==> src/rtl/ldpc_3gpp_dec_mem_state_ctrl_pkg.sv <==
// ldpc_3gpp_dec_mem_state_ctrl_pkg: shared decoder types and constants for the
// node-state memory sequencer and its beat strobe generator.
package ldpc_3gpp_dec_mem_state_ctrl_pkg;

    localparam int cZC_W   = 9;
    localparam int cWB_LAT = 3;

    typedef logic [cZC_W-1:0] hb_zc_t;

    typedef struct packed {
        logic sof;
        logic sop;
        logic eop;
        logic eof;
    } strb_t;

endpackage

==> src/rtl/ldpc_3gpp_dec_mem_state_ctrl_strb_gen.sv <==
// ldpc_3gpp_dec_strb_gen: row/zc beat counters with sof/sop/eop/eof decode of the
// beat issued this tick; iclear restarts the frame at beat 0 in the same tick.
module ldpc_3gpp_dec_strb_gen
    import ldpc_3gpp_dec_mem_state_ctrl_pkg::*;
#(
    parameter int pROW_W = 5
) (
    input  logic              iclk,
    input  logic              ireset_n,
    input  logic              iclkena,
    input  logic              iclear,
    input  logic              istep,
    input  logic [pROW_W-1:0] iused_row,
    input  hb_zc_t            iused_zc,
    output strb_t             ostrb
);

    logic [pROW_W-1:0] row_cnt, row_cur;
    hb_zc_t            zc_cnt, zc_cur;
    logic              row_last, zc_last;

    always_comb begin
        row_cur   = iclear ? '0 : row_cnt;
        zc_cur    = iclear ? '0 : zc_cnt;
        row_last  = row_cur == iused_row - pROW_W'(1);
        zc_last   = zc_cur == iused_zc - hb_zc_t'(1);
        ostrb.sof = (row_cur == '0) & (zc_cur == '0);
        ostrb.sop = row_cur == '0;
        ostrb.eop = row_last;
        ostrb.eof = row_last & zc_last;
    end

    always_ff @(posedge iclk or negedge ireset_n) begin
        if (!ireset_n) begin
            row_cnt <= '0;
            zc_cnt  <= '0;
        end else if (iclkena) begin
            if (istep) begin
                row_cnt <= row_last ? '0 : row_cur + pROW_W'(1);
                zc_cnt  <= !row_last ? zc_cur : zc_last ? '0 : zc_cur + hb_zc_t'(1);
            end else if (iclear) begin
                row_cnt <= '0;
                zc_cnt  <= '0;
            end
        end
    end

endmodule

==> src/rtl/ldpc_3gpp_dec_mem_state_ctrl.sv <==
// ldpc_3gpp_dec_mem_state_ctrl: sequences per-iteration state-memory read frames
// and holds each new iteration until the previous write-back has settled.
module ldpc_3gpp_dec_mem_state_ctrl
    import ldpc_3gpp_dec_mem_state_ctrl_pkg::*;
#(
    parameter int pROW_W  = 5,
    parameter int pITER_W = 8,
    parameter int pWB_LAT = cWB_LAT
) (
    input  logic               iclk,
    input  logic               ireset_n,
    input  logic               iclkena,
    input  logic               istart,
    input  hb_zc_t             iused_zc,
    input  logic [pROW_W-1:0]  iused_row,
    input  logic [pITER_W-1:0] inum_iter,
    input  logic               ihold,
    input  logic               iwrite,
    input  strb_t              iwstrb,
    output logic               oread,
    output logic               orstart,
    output logic               orval,
    output strb_t              orstrb,
    output logic               ofirst_iter,
    output logic [pITER_W-1:0] oiter,
    output logic               obusy,
    output logic               odone
);

    localparam logic [1:0] cIDLE    = 2'd0;
    localparam logic [1:0] cREAD    = 2'd1;
    localparam logic [1:0] cWAIT_WB = 2'd2;
    localparam logic [1:0] cDONE    = 2'd3;
    localparam int         cCNT_W   = $clog2(pWB_LAT + 1);

    logic [1:0]         state, state_nxt;
    logic [pROW_W-1:0]  used_row, cur_row;
    hb_zc_t             used_zc, cur_zc;
    logic [pITER_W-1:0] last_iter, iter_nxt;
    logic [cCNT_W-1:0]  wb_cnt;
    logic               sticky, wr_eof, launch_idle, launch_next, wb_ok, finish;
    logic               in_read, emit, busy_nxt;
    strb_t              strb;
    logic               unused_wstrb;

    assign unused_wstrb = ^{iwstrb.sof, iwstrb.sop, iwstrb.eop};

    always_comb begin
        wr_eof      = iwrite & iwstrb.eof;
        launch_idle = (state == cIDLE) & istart;
        wb_ok       = (state == cWAIT_WB) & (wb_cnt == cCNT_W'(pWB_LAT));
        launch_next = wb_ok & (oiter != last_iter);
        finish      = wb_ok & (oiter == last_iter);
        in_read     = (state == cREAD) | launch_idle | launch_next;
        emit        = in_read & ~ihold;
        cur_row     = launch_idle ? iused_row : used_row;
        cur_zc      = launch_idle ? iused_zc : used_zc;
        iter_nxt    = launch_idle ? '0 : launch_next ? oiter + pITER_W'(1) : oiter;
        state_nxt   = in_read ? ((emit & strb.eof) ? cWAIT_WB : cREAD) :
                      finish ? cDONE : (state == cDONE) ? cIDLE : state;
        busy_nxt    = state_nxt != cIDLE;
    end

    ldpc_3gpp_dec_strb_gen #(
        .pROW_W    (pROW_W)
    ) u_strb_gen (
        .iclk      (iclk),
        .ireset_n  (ireset_n),
        .iclkena   (iclkena),
        .iclear    (launch_idle | launch_next),
        .istep     (emit),
        .iused_row (cur_row),
        .iused_zc  (cur_zc),
        .ostrb     (strb)
    );

    always_ff @(posedge iclk or negedge ireset_n) begin
        if (!ireset_n) begin
            state       <= cIDLE;
            used_row    <= '0;
            used_zc     <= '0;
            last_iter   <= '0;
            sticky      <= 1'b0;
            wb_cnt      <= '0;
            oread       <= 1'b0;
            orstart     <= 1'b0;
            orval       <= 1'b0;
            orstrb      <= '0;
            ofirst_iter <= 1'b0;
            oiter       <= '0;
            obusy       <= 1'b0;
            odone       <= 1'b0;
        end else if (iclkena) begin
            state <= state_nxt;
            if (launch_idle) begin
                used_row  <= iused_row;
                used_zc   <= iused_zc;
                last_iter <= (inum_iter == '0) ? '0 : inum_iter - pITER_W'(1);
            end
            // an eof write landing while still reading is remembered for WAIT_WB
            sticky      <= (launch_idle | wb_ok) ? 1'b0 : sticky | ((state == cREAD) & wr_eof);
            wb_cnt      <= (state != cWAIT_WB || wb_ok) ? '0 :
                           (wb_cnt != '0 || sticky || wr_eof) ? wb_cnt + cCNT_W'(1) : '0;
            oread       <= emit & (iter_nxt != '0);
            orstart     <= emit & strb.sof;
            orval       <= emit;
            if (emit) orstrb <= strb;
            ofirst_iter <= busy_nxt & (iter_nxt == '0);
            oiter       <= iter_nxt;
            obusy       <= busy_nxt;
            odone       <= finish;
        end
    end

endmodule

==> config.mk <==
export PLATFORM = sky130hd
export DESIGN_NAME = ldpc_3gpp_dec_mem_state_ctrl
export DESIGN_NICKNAME = d
export VERILOG_FILES = /design/src/rtl/ldpc_3gpp_dec_mem_state_ctrl_pkg.sv /design/src/rtl/ldpc_3gpp_dec_mem_state_ctrl_strb_gen.sv /design/src/rtl/ldpc_3gpp_dec_mem_state_ctrl.sv
export SDC_FILE = /design/constraint.sdc
export NUM_CORES = 1
export LEC_CHECK = 0
export ABC_AREA = 1
export CORE_MARGIN = 5
export CORE_UTILIZATION = 35
export DETAILED_ROUTE_END_ITERATION = 10
export HOLD_SLACK_MARGIN = 0.03
export PLACE_DENSITY = 0.58
export SYNTH_ARGS = -nofsm -noshare
export SYNTH_HDL_FRONTEND = slang
export SYNTH_HIERARCHICAL = 1
export SYNTH_SLANG_ARGS = --single-unit
==> constraint.sdc <==
create_clock -name iclk -period 3.7 [get_ports iclk]
set_input_delay 0.74 -clock iclk [delete_from_list [all_inputs] [get_ports iclk]]
set_output_delay 0.74 -clock iclk [all_outputs]
set_load 0.005 [all_outputs]
==> results.sh <==
export IMPL_area_delta_synth_final_pct=24.2
export IMPL_hold_buffers=0
export IMPL_worst_slew_pin_slew_ns=0.858
export IMPL_power_density_nw_per_um2=459
export IMPL_dr_pass1_iters=5
export IMPL_cts_buffers=9
export IMPL_drtAntennaViolNets=0
export IMPL_cts_resized=0
export IMPL_drt_wirelength_per_cell_um=12.4
export IMPL_seq_area_frac_synth_pct=34.3
export IMPL_leakagePower_nw=2.74
export IMPL_async_flop_share_pct=100
export IMPL_finalClockSkew_ns=0.00446
export IMPL_cts_sinks=59
export IMPL_critPathArrivalTime_ns=3.59
export IMPL_cpPeakStageDelay_ns=0.50
export IMPL_port_buffers=46
export IMPL_drive_above_1_share_pct=12.3
export IMPL_fin_crit_sh_pct=91.1
export IMPL_final_core_util_pct=44.4
export IMPL_ys_seq_elements=59
export IMPL_reg2reg_from="oiter[0]"
export IMPL_synth_warnings=6
export IMPL_drv_slew=0
export IMPL_dp_cells=863
export IMPL_mostFrequentLayoutCells="218 x nand2_1, 88 x inv_1, 59 x dfrtp_1"
export IMPL_grt_total_usage_pct=15.5
export IMPL_diodes=0
export IMPL_fin_cells=878
export IMPL_reg2regPathDepth=25
export IMPL_worst_setup_path_type="in2reg"
export IMPL_drcViolationCount=0
export IMPL_worst_path_most_repeated_cell="nand2_1"
export IMPL_die_area_um2=14600
export IMPL_p_total_mw=2.46
export IMPL_syn_inst=642
export IMPL_slew_headroom_pct=42.7
export IMPL_grt_pass1_vias=3901
export IMPL_totalWireLength_um=10900
export IMPL_setup_tns_ns=0
export IMPL_ctsRootBufferMaster="clkbuf_16"
export IMPL_syn_cell_area_um2=4310
export IMPL_highest_layer="met4"
export IMPL_fin_crit_ns=3.37
export IMPL_synthDistinctLibCells=37
export IMPL_dp_hpwl_um=8380
export IMPL_core_area_um2=12100
export IMPL_drt_met1_wl_um=5110
export IMPL_path_max_fanout=14
export IMPL_grt_pass1_wl_um=18300
export IMPL_cts_max_level=3
export IMPL_holdWs_ns=0.433
export IMPL_wl_met3_um=492
export IMPL_outcome="finished clean"
export IMPL_final_setup_viol_count=0
export IMPL_vias=4188
export IMPL_gr_total_overflow=0
export IMPL_drt_iter0_markers=237
export IMPL_syn_num_nets=684
export IMPL_hold_viol_final=0
export IMPL_met2_length_um=5080
export IMPL_layout_commonest_cell="nand2_1"
export IMPL_initial_utilization_pct=35.7
export IMPL_cp_cell_sequence="clkdlybuf4s50_1 -> nand3_1 -> buf_4 -> buf_4 -> o21ai_0 -> inv_1 -> nand2_1 -> nor2_1 -> nand3_1 -> nand2_1 -> nand2_1 -> nand2_1 -> nor2_2 -> nand3_1 -> inv_1 -> nand2_1 -> nand2_1 -> nand2_1 -> nand2_1 -> nand2_1 -> nand3_1 -> nand2_1"
export IMPL_critPathLaunchType="input pin"
export IMPL_cp_end_kind="flip-flop"
export IMPL_reg2reg_slack_ns=0.53
export IMPL_globalplace_congestion=0.875
export IMPL_grt_max_degree=33
export IMPL_cts_tree="yes"
export IMPL_rsz0062_at_grt="no"
export IMPL_rows=40
export IMPL_vias_per_cell=4.77
export IMPL_avgSynthCellArea_um2=6.71
export IMPL_clock_latency_ns=0.33
export IMPL_critPathRequiredTime_ns=3.92
export IMPL_max_freq_mhz=297
export IMPL_dieHeight_um=121
export IMPL_die_w_um=121
export IMPL_clk_pin_slew_ns=0.05
export IMPL_cp_slowest_cell="clkdlybuf4s50_1"
export IMPL_cts_setup_buffers=0
export IMPL_cap_violations=0
export IMPL_synth_ff_type="dfrtp_1"
export IMPL_r2r_end="ofirst_iter"
export IMPL_synth_edf_count=0
export IMPL_min_path_type="in2async"
export IMPL_antenna_found_initial=0
export IMPL_nets=748
export IMPL_vdd_drop_max_mv=0.200
export IMPL_clockBufferDepth=2
export IMPL_ioPinCount=50
-- through the flow --
stage                     area [um^2]  setup WS (ns)
after global routing             5350         0.0349
after CTS                        5350          0.346
after detailed placement         5060         0.0248
final                            5350          0.328
after global placement           5060        0.00430
after floorplan                  4310          0.557
-- synth_stat cells (2+ instances only) --
master | count | area (um^2)
nand2_1 | 218 | 818
inv_1 | 88 | 330
dfrtp_1 | 59 | 1480
nand3_1 | 58 | 290
o21ai_0 | 49 | 245
nor2_1 | 31 | 116
nand2_2 | 17 | 106
clkbuf_1 | 12 | 45.0
o21ai_1 | 12 | 60.1
nand4_1 | 11 | 68.8
ha_1 | 10 | 125
o22ai_1 | 8 | 50.1
xnor2_1 | 8 | 70.1
xor2_1 | 7 | 61.3
nand2_4 | 6 | 67.6
nor2_2 | 6 | 37.5
nor2_4 | 6 | 67.6
a21oi_1 | 5 | 25.0
nor3_1 | 5 | 25.0
buf_6 | 4 | 45.0
inv_2 | 4 | 15.0
buf_2 | 2 | 10.0
nand3_2 | 2 | 20.0
-- cell families after synthesis --
family	Yosys count	share of synthesized area [%]
compound gates	80	10.0
xor+xnor	16	3.43
fa+ha+maj	10	2.90
buf+inv	113	11.0
flops	59	34.3
simple gates	364	38.4
-- layer usage --
metal  track usage, %  vias up
met2             25.2       97
met3             3.50       16
li1                 -     2160
met4             5.52        0
met1             20.1     1915
met5                0        -
-- power breakdown --
part	switching, mW	internal [mW]	total (mW)	leakage [nW]
registers	0.0652	0.744	0.809	0.770
logic	0.491	0.331	0.822	1.82
clock network	0.274	0.552	0.826	0.146
-- final cells by class --
type / instances / area, um^2
multi-input combinational: 470 / 2360
clock buffer: 13 / 260
timing repair buffer: 73 / 658
clock inverter: 2 / 35.0
inverter: 93 / 352
sequential: 59 / 1480
tap: 168 / 210
fill: 1231 / 6710
-- critical path, delay by kind of cell --
kind | cells | cell delay, ns
buffers and inverters | 5 | 1.12
and+or+nand+nor | 16 | 1.23
AOI/OAI and AO/OA | 1 | 0.48
-- registers in the layout (all words and copies together), names as in the netlist --
name	count
orstrb	4
used_zc	9
ofirst_iter	1
last_iter	8
state	2
wb_cnt	2
odone	1
oiter	8
orstart	1
u_strb_gen/row_cnt	5
used_row	5
oread	1
u_strb_gen/zc_cnt	9
orval	1
obusy	1
sticky	1
-- worst max path at each step --
stage	slack, ns	startpoint	endpoint	cells past startpoint
after detailed placement	0.02	istart	ofirst_iter	22
after global placement	0.004	istart	ofirst_iter	22
after CTS	0.35	istart	ofirst_iter	22
after global routing	0.03	istart	ofirst_iter	22
final	0.33	istart	ofirst_iter	22
after floorplan	0.56	istart	ofirst_iter	23
No activity file was read; power rests on OpenSTA's default activity.
